[config.mk]
export PLATFORM = sky130hd
export DESIGN_NAME = muldiv_unit
export DESIGN_NICKNAME = d
export VERILOG_FILES = /design/src/rtl/skylark_pkg.sv /design/src/rtl/muldiv_negate.sv /design/src/rtl/muldiv_unit.sv
export SDC_FILE = /design/constraint.sdc
export NUM_CORES = 1
export LEC_CHECK = 0
export CELL_PAD_IN_SITES_DETAIL_PLACEMENT = 0
export CELL_PAD_IN_SITES_GLOBAL_PLACEMENT = 1
export CORE_AREA = 2 2 192 194
export CTS_CLUSTER_SIZE = 30
export DETAILED_ROUTE_END_ITERATION = 10
export DIE_AREA = 0 0 194 196
export PLACE_DENSITY_LB_ADDON = 0.1
export SETUP_SLACK_MARGIN = 0.2
export SLEW_MARGIN = 15
export SYNTH_ARGS = -nofsm -noshare
export SYNTH_HDL_FRONTEND = slang
export SYNTH_HIERARCHICAL = 1
export SYNTH_SLANG_ARGS = --single-unit
export TNS_END_PERCENT = 1
[constraint.sdc]
create_clock -name clk -period 8 [get_ports clk]
set_input_delay 1.2 -clock clk [delete_from_list [all_inputs] [get_ports clk]]
set_output_delay 1.2 -clock clk [all_outputs]
set_load 0.03 [all_outputs]
[src/rtl/skylark_pkg.sv]
// rtl/skylark_pkg.sv - shared execute-stage types for the multiply/divide unit
package skylark_pkg;

   typedef enum logic [2:0] {
      OP_MUL    = 3'b000,
      OP_MULH   = 3'b001,
      OP_MULHSU = 3'b010,
      OP_MULHU  = 3'b011,
      OP_DIV    = 3'b100,
      OP_DIVU   = 3'b101,
      OP_REM    = 3'b110,
      OP_REMU   = 3'b111
   } muldiv_op_e;

   typedef enum logic [1:0] {
      ST_IDLE = 2'd0,
      ST_CALC = 2'd1,
      ST_DONE = 2'd2
   } muldiv_state_e;

endpackage

[src/rtl/muldiv_negate.sv]
// rtl/muldiv_negate.sv - conditional two's-complement negate of a W-bit value
module muldiv_negate #(
   parameter int W = 32
) (
   input  logic         neg,
   input  logic [W-1:0] value,
   output logic [W-1:0] result
);

   assign result = neg ? (~value) + W'(1) : value;

endmodule

[src/rtl/muldiv_unit.sv]
// rtl/muldiv_unit.sv - iterative RV32M multiply/divide, one bit per cycle, Z/N flags
module muldiv_unit
   import skylark_pkg::*;
#(
   parameter int XLEN = 32
) (
   input  logic            clk,
   input  logic            rst_n,
   input  logic            flush,
   input  logic            in_valid,
   output logic            in_ready,
   input  logic [2:0]      op,
   input  logic [XLEN-1:0] op_a,
   input  logic [XLEN-1:0] op_b,
   output logic            out_valid,
   input  logic            out_ready,
   output logic [XLEN-1:0] result,
   output logic            Z,
   output logic            N,
   output logic            busy
);

   localparam int CW = $clog2(XLEN);

   muldiv_state_e state, state_next;
   muldiv_op_e    op_in, op_q;
   logic [CW-1:0] cnt;
   logic          neg_a_q, neg_x_q;
   logic [XLEN-1:0] b_q, rem_q, result_q;
   logic [2*XLEN-1:0] acc;   // multiply: {hi, lo}; divide: lo shifts dividend out, quotient in
   logic          z_q, n_q;
   logic          accept, step, last, special;

   assign op_in = muldiv_op_e'(op);

   logic signed_a, signed_b, sign_a, sign_b;
   logic [XLEN-1:0] a_mag, b_mag;
   assign signed_a = (op_in == OP_MULH) || (op_in == OP_MULHSU) || (op_in == OP_DIV) || (op_in == OP_REM);
   assign signed_b = (op_in == OP_MULH) || (op_in == OP_DIV) || (op_in == OP_REM);
   assign sign_a   = signed_a & op_a[XLEN-1];
   assign sign_b   = signed_b & op_b[XLEN-1];

   muldiv_negate #(.W(XLEN)) u_neg_a (.neg(sign_a), .value(op_a), .result(a_mag));
   muldiv_negate #(.W(XLEN)) u_neg_b (.neg(sign_b), .value(op_b), .result(b_mag));

   // Divide-by-zero and signed overflow bypass the iteration entirely
   logic b_zero, sovf;
   logic [XLEN-1:0] special_res;
   assign b_zero  = (op_b == '0);
   assign sovf    = !op[0] && (op_a == {1'b1, {(XLEN-1){1'b0}}}) && (op_b == '1);
   assign special = op[2] && (b_zero || sovf);
   assign special_res = b_zero ? (op[1] ? op_a : '1) : (op[1] ? '0 : op_a);

   logic [XLEN:0]     mul_sum;
   logic [2*XLEN-1:0] mul_next, prod_fix;
   assign mul_sum  = {1'b0, acc[2*XLEN-1:XLEN]} + (acc[0] ? {1'b0, b_q} : '0);
   assign mul_next = {mul_sum, acc[XLEN-1:1]};

   logic [XLEN:0]   div_shift;
   logic [XLEN-1:0] div_diff, rem_step, quo_step, quo_fix, rem_fix;
   logic            div_ok;
   assign div_shift = {rem_q, acc[XLEN-1]};
   assign div_ok    = (div_shift >= {1'b0, b_q});
   assign div_diff  = div_shift[XLEN-1:0] - b_q;
   assign rem_step  = div_ok ? div_diff : div_shift[XLEN-1:0];
   assign quo_step  = {acc[XLEN-2:0], div_ok};

   muldiv_negate #(.W(2*XLEN)) u_neg_p (.neg(neg_x_q), .value(mul_next), .result(prod_fix));
   muldiv_negate #(.W(XLEN))   u_neg_q (.neg(neg_x_q), .value(quo_step), .result(quo_fix));
   muldiv_negate #(.W(XLEN))   u_neg_r (.neg(neg_a_q), .value(rem_step), .result(rem_fix));

   logic [XLEN-1:0] final_res, res_next;
   always_comb begin
      final_res = rem_fix;
      case (op_q)
         OP_MUL:                       final_res = prod_fix[XLEN-1:0];
         OP_MULH, OP_MULHSU, OP_MULHU: final_res = prod_fix[2*XLEN-1:XLEN];
         OP_DIV, OP_DIVU:              final_res = quo_fix;
         default:                      final_res = rem_fix;
      endcase
   end
   assign res_next = accept ? special_res : final_res;
   assign last     = (cnt == CW'(XLEN-1));

   always_comb begin
      state_next = state;
      accept     = 1'b0;
      step       = 1'b0;
      if (flush) begin
         state_next = ST_IDLE;
      end else begin
         case (state)
            ST_IDLE: if (in_valid) begin
               accept     = 1'b1;
               state_next = special ? ST_DONE : ST_CALC;
            end
            ST_CALC: begin
               step = 1'b1;
               if (last) state_next = ST_DONE;
            end
            ST_DONE: if (out_ready) state_next = ST_IDLE;
            default: state_next = ST_IDLE;
         endcase
      end
   end

   always_ff @(posedge clk or negedge rst_n) begin
      if (!rst_n) state <= ST_IDLE;
      else        state <= state_next;
   end

   always_ff @(posedge clk or negedge rst_n) begin
      if (!rst_n) begin
         op_q     <= OP_MUL;
         cnt      <= '0;
         neg_a_q  <= 1'b0;
         neg_x_q  <= 1'b0;
         b_q      <= '0;
         rem_q    <= '0;
         acc      <= '0;
         result_q <= '0;
         z_q      <= 1'b1;
         n_q      <= 1'b0;
      end else begin
         if (accept) begin
            op_q    <= op_in;
            cnt     <= '0;
            neg_a_q <= sign_a;
            neg_x_q <= sign_a ^ sign_b;
            b_q     <= b_mag;
            rem_q   <= '0;
            acc     <= {{XLEN{1'b0}}, a_mag};
         end else if (step) begin
            cnt   <= cnt + CW'(1);
            rem_q <= rem_step;
            acc   <= op_q[2] ? {acc[2*XLEN-1:XLEN], quo_step} : mul_next;
         end
         if ((accept && special) || (step && last)) begin
            result_q <= res_next;
            z_q      <= (res_next == '0);
            n_q      <= res_next[XLEN-1];
         end
      end
   end

   assign in_ready  = (state == ST_IDLE);
   assign out_valid = (state == ST_DONE);
   assign busy      = (state != ST_IDLE);
   assign result    = result_q;
   assign Z         = z_q;
   assign N         = n_q;

endmodule

==> impl_metrics.py <==
metrics = {
    "status": {
        "status": "finished clean",
    },
    "cts": {
        "cts_hold_buf": 0,
        "ctsLongestPathBuffers": 2,
        "post_cts_resized": 0,
        "tritoncts": "built",
        "h-tree-depth": 4,
        "clkSlewWorstSetupHoldPaths_ns": 0.08,
        "cts_setup_buffers": 0,
        "clock_sinks": 173,
        "clock_latency_ns": 0.46,
        "root_buffer": "clkbuf_16",
        "cts_buffers": 17,
    },
    "floorplanning": {
        "num_rows": 70,
        "core_area_mm2": 0.0361,
        "die_y_um": 196,
        "design.die.area_mm2": 0.0380,
        "io_pins": 109,
        "start_util_pct": 49.1,
        "die_w_um": 194,
    },
    "placement": {
        "hpwl_um": 48200,
        "io_buffer_count": 108,
        "gp_congestion": 0.968,
    },
    "timing": {
        "min_period_over_period_pct": 82.8,
        "hold_viol_final": 0,
        "whs_ns": 0.516,
        "fin_crit_ns": 6.62,
        "clock_skew_ns": 0.0176,
        "maxSlewHeadroom_pct": 21.1,
        "tightest_slew_ns": 1.18,
        "finalSetupTns_ns": 0,
        "rsz0062_at_grt": "false",
        "fmax_ghz": 0.151,
        "setup_violations": 0,
        "drv_slew": 0,
    },
    "flow_run": {
        "drv_cap": 0,
    },
    "synthesis": {
        "ys_types": 90,
        "avgSynthCellArea_um2": 8.16,
        "yosys_warnings": 6,
        "synthTopCellsByArea": "dfrtp_1 (24%), xnor2_1 (11%), ha_1 (5.0%)",
        "synth_edf_count": 0,
        "synthCells": 2169,
        "synthesis.area_mm2": 0.0177,
        "yosysTopAreaCellShare_pct": 24.3,
        "synthFlopType": "dfrtp_1",
        "seq_area_frac_synth_pct": 24.5,
        "ys_seq_elements": 173,
        "synthTopCellsByCount": "xnor2_1 (216), nand2_1 (202), nor2_1 (183), dfrtp_1 (172), o21ai_0 (162)",
        "yosysMostFrequentCell": "xnor2_1",
        "async_reset_ff_share_pct": 100,
        "synthesis.nets": 2314,
        "synth_top_area_cell": "dfrtp_1",
    },
    "route": {
        "viasPerCell": 6.40,
        "vias": 17100,
        "wl_um": 63500,
        "ant_nets": 0,
        "firstDrtPassIters": 6,
        "drtIter0Drc": 1466,
        "drc": 0,
        "wl_per_cell_um": 23.8,
    },
    "worst_setup_path": {
        "cp-end-kind": "flip-flop",
        "setup.worst_path.class": "flip-flop to flip-flop",
        "start_kind": "flip-flop",
        "cp_max_fo": 10,
        "critPathArrivalTime_ns": 7.00,
        "cp.required_ns": 8.38,
    },
    "global_route": {
        "grt_pass1_vias": 16300,
        "grt_pass1_wl_um": 98000,
        "grt_max_degree": 82,
        "grt.total_usage_pct": 33.0,
        "antenna_found_initial": 1,
        "grt_overflow_total": 0,
    },
    "pwr": {
        "p_int_mw": 2.45,
        "leakagePower_nw": 8.42,
        "irDropWorstVdd_v": 0.000179,
        "comb_power_share_pct": 50.2,
        "powerDensity_mw_per_mm2": 225,
        "power.net_switching_mw": 1.98,
        "p_seq_share_pct": 28.0,
        "p_clk_share_pct": 21.9,
        "p_sw_share_pct": 44.6,
    },
    "finish": {
        "drive_gt1_share_pct": 9.36,
        "fill_cells": 3464,
        "fin_util_pct": 54.4,
        "layout.nets": 2334,
        "area_delta_synth_final_pct": 10.9,
    },
    "worst_hold_path": {
        "min_path_type": "flip-flop to flip-flop",
    },
}
==> area by class of cell <==
type	count	area, µm²	area share [%]
Antenna cell	1	2.50	0.0127
Tap cell	468	586	2.98
Multi-Input combinational cell	1774	12500	63.5
Clock buffer	23	478	2.43
Sequential cell	173	4330	22.1
Clock inverter	9	184	0.936
Inverter	95	362	1.84
Timing Repair Buffer	128	1230	6.27
==> cells by family (layout without fill, tap and decap cells) <==
kind of cell / after synthesis / in the layout / share of synthesized area (%)
flip-flops: 173 / 173 / 24.5
buffers and inverters: 222 / 255 / 5.27
AO/OA/AOI/OAI: 615 / 615 / 24.1
AND/OR/NAND/NOR: 751 / 751 / 23.0
other: 0 / 1 / 0
XOR/XNOR: 242 / 242 / 12.0
adder cells (fa/ha/maj): 73 / 73 / 5.24
multiplexers: 93 / 93 / 6.03
==> state kept, by name, indices dropped and copies added (netlist names), 2 cells and up <==
name	count
op_q	3
state	2
cnt	5
result	32
acc	64
rem_q	32
b_q	32
==> final timing paths <==
kind | slack (ns) | cells after the start | to | start
max in group asynchronous | 5.95 | 2 | b_q[31] | rst_n
worst max-delay path | 1.38 | 22 | Z | acc[0]
worst min-delay path | 0.52 | 2 | acc[52] | acc[52]
min in group asynchronous | 0.78 | 1 | acc[8] | rst_n
worst min register to register | 0.52 | 2 | acc[52] | acc[52]
worst max register to register | 1.38 | 22 | Z | acc[0]
==> power groups by stage <==
stage	clock network, mW	logic, mW	registers (mW)
after floorplan	0	1.62	1.16
after CTS	0.988	2.18	1.23
after global routing	1.02	2.41	1.26
after global placement	0	2.15	1.25
final	0.969	2.22	1.24
after detailed placement	0	2.17	1.25
==> cell usage in the layout (no fill, tap or decap), types with 26 or more instances in the layout <==
| cell | netlist | layout |
|---|---|---|
| o21ai_0 | 162 | 162 |
| mux2i_1 | 34 | 34 |
| and2_1 | 41 | 41 |
| xor2_1 | 26 | 26 |
| nor4_1 | 45 | 45 |
| o31ai_1 | 57 | 57 |
| nand3_1 | 43 | 43 |
| inv_1 | 94 | 94 |
| nor2_1 | 183 | 181 |
| nand4_1 | 35 | 35 |
| a21o_1 | 55 | 55 |
| ha_1 | 71 | 71 |
| o41ai_1 | 30 | 30 |
| clkdlybuf4s50_1 | 0 | 107 |
| mux2_2 | 42 | 42 |
| dfrtp_1 | 172 | 170 |
| nand2_1 | 202 | 201 |
| o22ai_1 | 31 | 31 |
| a21oi_1 | 116 | 116 |
| o221ai_1 | 30 | 30 |
| nand2b_1 | 28 | 27 |
| xnor2_1 | 216 | 216 |
==> layer usage <==
metal  GRT usage [%]  wire, µm  vias to the layer above
li1                -         -                     7920
met1            43.6     27000                     8377
met2            54.2     29700                      686
met3            4.61      4150                      101
met4            14.2      2660                        0
met5               0         0                        -
==> worst max-delay path, cell delays in order (launching register included) <==
cell      delay, ns
dfrtp_1        0.57
and2_1         0.29
ha_1           0.22
inv_1          0.06
fa_1           0.40
nor2b_1        0.17
o31a_1         0.24
o311a_1        0.29
nor3_1         0.10
o31ai_1        0.49
nand4_1        0.21
a311oi_1       0.36
xor2_1         0.18
or3_1          0.41
or3_1          0.37
or3_1          0.39
o41ai_2        0.34
xnor2_1        0.11
o221ai_1       0.24
o22ai_1        0.15
nor4_1         0.42
nand4_1        0.25
o31ai_1        0.26
==> stage by stage <==
step / std cells / instance area, µm² / setup slack, ns / power [mW]
global placement: 2638 / 19000 / 1.42 / 3.40
CTS: 2670 / 19600 / 1.48 / 4.41
global route: 2670 / 19600 / 1.01 / 4.70
finish: 2671 / 19600 / 1.38 / 4.43
detailed placement: 2638 / 19000 / 1.52 / 3.42
floorplan: 2169 / 17700 / 2.68 / 2.78
No activity file was read; power rests on OpenSTA's default activity.
